[src/rtl/maxnet_controller_if.sv]
// Handshake/control bundle between the MAXNET datapath/host (master) and its controller (slave).
interface maxnet_controller_if;
   logic start;
   logic found;
   logic main_write;
   logic actWrite;
   logic multWrite;
   logic addWrite;
   logic mainRegWrite;
   logic s1;
   logic s2;
   logic s3;
   logic s4;
   logic busy;
   logic done;
   logic timeout;

   modport master (
      output start, found,
      input  main_write, actWrite, multWrite, addWrite, mainRegWrite,
      input  s1, s2, s3, s4, busy, done, timeout
   );

   modport slave (
      input  start, found,
      output main_write, actWrite, multWrite, addWrite, mainRegWrite,
      output s1, s2, s3, s4, busy, done, timeout
   );
endinterface

[src/rtl/maxnet_controller.sv]
// MAXNET winner-search sequencer: LOAD/INIT then MULT-ADD-CHECK-FEED until one activation survives.
// Optional iteration limit compiled in with `define MAXNET_TIMEOUT_EN (limit = MAX_ITER).
module maxnet_controller #(
   parameter int unsigned MAX_ITER = 64
) (
   input logic           clk,
   input logic           rst,
   maxnet_controller_if.slave bus
);

   typedef enum logic [2:0] {IDLE, LOAD, INIT, MULT, ADD, CHECK, FEED, DONE} state_t;

   if (MAX_ITER < 1 || MAX_ITER > 255) begin : g_bad_max_iter
      $error("MAX_ITER must be within 1..255");
   end

   state_t state;
   state_t state_d;

   logic main_write_q;
   logic act_write_q;
   logic mult_write_q;
   logic add_write_q;
   logic done_q;
   logic sel_q;
   logic busy_q;

`ifdef MAXNET_TIMEOUT_EN
   localparam int unsigned CNT_W = 8;
   localparam logic [CNT_W:0] ITER_LIMIT = (CNT_W+1)'(MAX_ITER);

   logic [CNT_W-1:0] iter_cnt;
   logic [CNT_W-1:0] iter_cnt_d;
   logic             limit_hit;
   logic             timeout_d;
   logic             timeout_q;

   // Limit reached when the CHECK being left completes iteration MAX_ITER
   assign limit_hit = ({1'b0, iter_cnt} + (CNT_W+1)'(1)) == ITER_LIMIT;
`endif

   // Next state (and iteration count when the limit is compiled in)
   always_comb begin
      state_d = state;
`ifdef MAXNET_TIMEOUT_EN
      iter_cnt_d = iter_cnt;
      timeout_d  = 1'b0;
`endif
      unique case (state)
         IDLE: if (bus.start) state_d = LOAD;
         LOAD: begin
            state_d = INIT;
`ifdef MAXNET_TIMEOUT_EN
            iter_cnt_d = '0;
`endif
         end
         INIT:  state_d = MULT;
         MULT:  state_d = ADD;
         ADD:   state_d = CHECK;
         CHECK: begin
`ifdef MAXNET_TIMEOUT_EN
            iter_cnt_d = (iter_cnt == '1) ? iter_cnt : iter_cnt + CNT_W'(1);
`endif
            if (bus.found) state_d = DONE;
`ifdef MAXNET_TIMEOUT_EN
            else if (limit_hit) begin
               state_d   = DONE;
               timeout_d = 1'b1;
            end
`endif
            else state_d = FEED;
         end
         FEED:    state_d = MULT;
         DONE:    state_d = IDLE;
         default: state_d = IDLE;
      endcase
   end

   // State register with Moore outputs registered alongside it
   always_ff @(posedge clk or posedge rst) begin
      if (rst) begin
         state        <= IDLE;
         main_write_q <= 1'b0;
         act_write_q  <= 1'b0;
         mult_write_q <= 1'b0;
         add_write_q  <= 1'b0;
         done_q       <= 1'b0;
         sel_q        <= 1'b0;
         busy_q       <= 1'b0;
      end else begin
         state        <= state_d;
         main_write_q <= (state_d == LOAD);
         act_write_q  <= (state_d == INIT) || (state_d == FEED);
         mult_write_q <= (state_d == MULT);
         add_write_q  <= (state_d == ADD);
         done_q       <= (state_d == DONE);
         sel_q        <= (state_d == FEED);
         busy_q       <= (state_d != IDLE);
      end
   end

`ifdef MAXNET_TIMEOUT_EN
   always_ff @(posedge clk or posedge rst) begin
      if (rst) begin
         iter_cnt  <= '0;
         timeout_q <= 1'b0;
      end else begin
         iter_cnt  <= iter_cnt_d;
         timeout_q <= timeout_d;
      end
   end

   assign bus.timeout = timeout_q;
`else
   assign bus.timeout = 1'b0;
`endif

   assign bus.main_write   = main_write_q;
   assign bus.actWrite     = act_write_q;
   assign bus.multWrite    = mult_write_q;
   assign bus.addWrite     = add_write_q;
   assign bus.mainRegWrite = done_q;
   assign bus.done         = done_q;
   assign bus.s1           = sel_q;
   assign bus.s2           = sel_q;
   assign bus.s3           = sel_q;
   assign bus.s4           = sel_q;
   assign bus.busy         = busy_q;

endmodule

[src/flat_wrapper.sv]
// flat-port wrapper written by rule: the top's interface ports become plain ports
module maxnet_controller_flat 
#(
   parameter int unsigned MAX_ITER = 64
)
  (clk, rst, bus_start, bus_found, bus_main_write, bus_actWrite, bus_multWrite, bus_addWrite, bus_mainRegWrite, bus_s1, bus_s2, bus_s3, bus_s4, bus_busy, bus_done, bus_timeout);
  maxnet_controller_if bus_i ();
  input logic clk;
  input logic rst;
  input wire logic [$bits(bus_i.start)-1:0] bus_start;
  input wire logic [$bits(bus_i.found)-1:0] bus_found;
  output wire logic [$bits(bus_i.main_write)-1:0] bus_main_write;
  output wire logic [$bits(bus_i.actWrite)-1:0] bus_actWrite;
  output wire logic [$bits(bus_i.multWrite)-1:0] bus_multWrite;
  output wire logic [$bits(bus_i.addWrite)-1:0] bus_addWrite;
  output wire logic [$bits(bus_i.mainRegWrite)-1:0] bus_mainRegWrite;
  output wire logic [$bits(bus_i.s1)-1:0] bus_s1;
  output wire logic [$bits(bus_i.s2)-1:0] bus_s2;
  output wire logic [$bits(bus_i.s3)-1:0] bus_s3;
  output wire logic [$bits(bus_i.s4)-1:0] bus_s4;
  output wire logic [$bits(bus_i.busy)-1:0] bus_busy;
  output wire logic [$bits(bus_i.done)-1:0] bus_done;
  output wire logic [$bits(bus_i.timeout)-1:0] bus_timeout;
  assign bus_i.start = bus_start;
  assign bus_i.found = bus_found;
  assign bus_main_write = bus_i.main_write;
  assign bus_actWrite = bus_i.actWrite;
  assign bus_multWrite = bus_i.multWrite;
  assign bus_addWrite = bus_i.addWrite;
  assign bus_mainRegWrite = bus_i.mainRegWrite;
  assign bus_s1 = bus_i.s1;
  assign bus_s2 = bus_i.s2;
  assign bus_s3 = bus_i.s3;
  assign bus_s4 = bus_i.s4;
  assign bus_busy = bus_i.busy;
  assign bus_done = bus_i.done;
  assign bus_timeout = bus_i.timeout;
  maxnet_controller #(.MAX_ITER(MAX_ITER)) u_core (.clk(clk), .rst(rst), .bus(bus_i));
endmodule
[config.mk]
export PLATFORM = sky130hd
export DESIGN_NAME = maxnet_controller_flat
export DESIGN_NICKNAME = d
export VERILOG_FILES = /design/src/rtl/maxnet_controller_if.sv /design/src/rtl/maxnet_controller.sv /design/src/flat_wrapper.sv
export SDC_FILE = /design/constraint.sdc
export NUM_CORES = 1
export LEC_CHECK = 0
export CELL_PAD_IN_SITES_DETAIL_PLACEMENT = 1
export CELL_PAD_IN_SITES_GLOBAL_PLACEMENT = 1
export CORE_AREA = 3 3 40 42
export CTS_CLUSTER_SIZE = 8
export DETAILED_ROUTE_END_ITERATION = 8
export DIE_AREA = 0 0 43 45
export MAX_ROUTING_LAYER = met4
export PLACE_DENSITY = 0.76
export REMOVE_ABC_BUFFERS = 1
export SLEW_MARGIN = 20
export SYNTH_ARGS = -nofsm -noshare
export SYNTH_HDL_FRONTEND = slang
export SYNTH_SLANG_ARGS = --single-unit
[constraint.sdc]
create_clock -name clk -period 1.75 [get_ports clk]
set_clock_uncertainty 0.1 [all_clocks]
set_input_delay 0.4375 -clock clk [delete_from_list [all_inputs] [get_ports clk]]
set_output_delay 0.4375 -clock clk [all_outputs]
set_load 0.02 [all_outputs]
==> results.toml <==
[clocking]
clkTransAtPathRegs_ps = 70
clockBufferDepth = 2
cts_made_buffers = 3
clk_latency_ps = 260
postCtsSetupBuffers = 0
cts-root-buf = "clkbuf_4"
cts_sinks = 10
htree_levels = 1
cts_tree = "yes"

[timing]
layout_worst_path_cycle_share_pct = 97.76
hold_viol = 0
setup_tns_ps = 0
fin_crit_ps = 1711
maxSlewViolCount = 0
setup_viol = 0
rsz0062_at_grt = "no"
max_freq_mhz = 584.5

[floorplan]
die_w_um = 43
start_util_pct = 33.11
dieArea_um2 = 1935
ios = 16
core_area_um2 = 1285
die_height_um = 45
row_count = 13

[finish]
final_nets = 52
n_fill_cell = 150
fin_util_pct = 44.11
drive_above_1_share_pct = 12.77
diodes = 0
syn_to_final_growth_pct = 33.24
design_area_um2 = 566.8

[grt]
grt_usage_pct = 9.454
grt_pass1_vias = 280
antenna_found_initial = 0
grt-ovfl-total = 0
grt_max_degree = 11
grt_pass1_wl_um = 1242

[placed_design]
gp_congestion = 0.6126
portBuffers = 14
dp_hpwl_um = 553.8
placed_area_um2 = 528.0

[drt]
first_iter_violations = 3
dr.pass1.iters = 2
vias = 289
post-route-drc-count = 0
vias_per_cell = 4.661
wl_per_cell_um = 12.23
final_antenna_net_count = 0
totalWireLength_um = 758

[logic_synthesis]
synth_top_area_cell = "dfrtp_1"
syn_inst = 36
ys_ff_latch = 10
synth_top_area_share_pct = 58.82
syn_area_um2 = 425.4
synth_area_leaders = "dfrtp_1 59%, buf_4 11%, nand2b_4 3.2%, nor3b_2 2.9%, buf_6 2.6%"
synth_cell_type_count = 18
yosys_warnings = 0
syn_avg_cell_area_um2 = 11.82
synth_seq_area_share_pct = 58.82

[setup_path]
critPathArrivalTime_ps = 1170
required_ps = 1210
crit_path_max_incr_delay_ps = 590
crit_chain = "clkdlybuf4s50_1"
critical_path_class = "flip-flop to primary output"
path_delay_family = "buffers and inverters"
cp_max_fo = 1
worst_setup_path_start_kind = "flip-flop"
endpoint_kind = "primary output"
crit_slowest_cell = "clkdlybuf4s50_1"
critPathBufInv = 1

[outcome]
status = "completed"

[power]
sw_frac_of_total_pct = 36.66
power_switching_mw = 0.3559
power_density_nw_per_um2 = 1713
seq_power_share_pct = 42.6
ir_worst_vdd_v = 0.0004916
p_int_mw = 0.6149
pwr-share-comb_pct = 36.0
clockPowerShare_pct = 21.4
p_leak_nw = 0.3252

[run]
drv_cap = 0

[worst_hold_path]
worstHoldPathType = "input port to async pin"
[repair_timing]
item / 4_1_cts / 5_1_grt
pin swaps: 0 / 0
hold buffers: 0 / 0
cloned: 0 / 0
resized for setup: 6 / 4
setup endpoints to repair: 6 / 4
[cells in the mapped netlist]
cell,count
a21oi_1,1
a31oi_1,1
buf_4,6
buf_6,1
conb_1,1
dfrtp_1,10
inv_1,2
mux2i_1,1
nand2_1,2
nand2b_1,1
nand2b_4,1
nor2_1,3
nor2b_1,1
nor3b_2,1
nor4_1,1
nor4b_1,1
o21ai_0,1
o2bb2ai_1,1
[routing by layer]
layer / routed length, um / vias to the layer above / GRT usage [%]
met5: 0 / - / -
met4: 24 / 0 / 9.036
met3: 63 / 2 / 2.789
met2: 382 / 12 / 14.07
met1: 288 / 144 / 9.950
li1: - / 131 / -
[registers in the layout, indices dropped and copies added, names as in the netlist]
register / cells
u_core.bus.s1: 1
u_core.bus.done: 1
u_core.bus.busy: 1
u_core.bus.addWrite: 1
u_core.bus.actWrite: 1
u_core.bus.main_write: 1
u_core.bus.multWrite: 1
u_core.state: 3
[stage by stage]
step	total power, mW	worst slack, ps	cells	hold WS [ps]
6_report	0.9708	39.20	62	366.0
5_1_grt	1.036	4.456	62	394.3
4_1_cts	0.9968	1.305	62	367.8
3_5_place_dp	0.7973	214.6	58	494.9
3_3_place_gp	0.7818	256.3	58	487.7
2_1_floorplan	0.6127	448.3	29	177.7
[path summary, 6_finish.rpt]
path / start / to / slack [ps] / cells past startpoint
min in group clk: u_core.state[1]$_DFF_PP0_ / u_core.bus.main_write$_DFF_PP0_ / 510 / 1
setup reg to reg: u_core.state[2]$_DFF_PP0_ / u_core.bus.busy$_DFF_PP0_ / 650 / 2
hold reg to reg: u_core.state[1]$_DFF_PP0_ / u_core.bus.main_write$_DFF_PP0_ / 510 / 1
max in group asynchronous: rst / u_core.bus.actWrite$_DFF_PP0_ / 920 / 2
hold / removal: rst / u_core.bus.main_write$_DFF_PP0_ / 370 / 2
setup / recovery: u_core.bus.addWrite$_DFF_PP0_ / bus_addWrite / 40 / 1
[cells by family (layout without fill, tap and decap cells)]
| kind of cell | after synthesis | after routing | share of synthesized area, % |
|---|---|---|---|
| DFF | 10 | 10 | 58.82 |
| and+or+nand+nor | 11 | 11 | 17.06 |
| muxes | 1 | 1 | 2.353 |
| AOI/OAI and AO/OA | 4 | 4 | 5.881 |
| other | 1 | 1 | 0.8815 |
| buffers and inverters | 9 | 20 | 15.00 |
[placed cells by master (no fill, tap or decap), types with 2 or more instances in the layout]
master and instances:
clkbuf_4 3, clkdlybuf4s50_1 4, dfrtp_1 10, dlygate4sd2_1 6
dlymetal6s2s_1 4, inv_1 2, nand2_1 2, nor2_1 3
[cell type report]
cell class                      count  area, um2  share of cell area, %
Sequential cell                    10      250.2                  44.15
Tap cell                           15      18.77                  3.311
Inverter                            2      7.507                  1.325
Timing Repair Buffer               14      142.6                  25.17
Multi-Input combinational cell     17      111.4                  19.65
Clock buffer                        4      36.28                  6.402
[power groups by stage]
stage	registers, mW	logic, mW	clock network (mW)
2_1_floorplan	0.491	0.121	0
3_3_place_gp	0.417	0.365	0
3_5_place_dp	0.422	0.375	0
4_1_cts	0.417	0.361	0.218
5_1_grt	0.433	0.377	0.227
6_report	0.414	0.349	0.208
No activity file was read; power rests on OpenSTA's default activity.
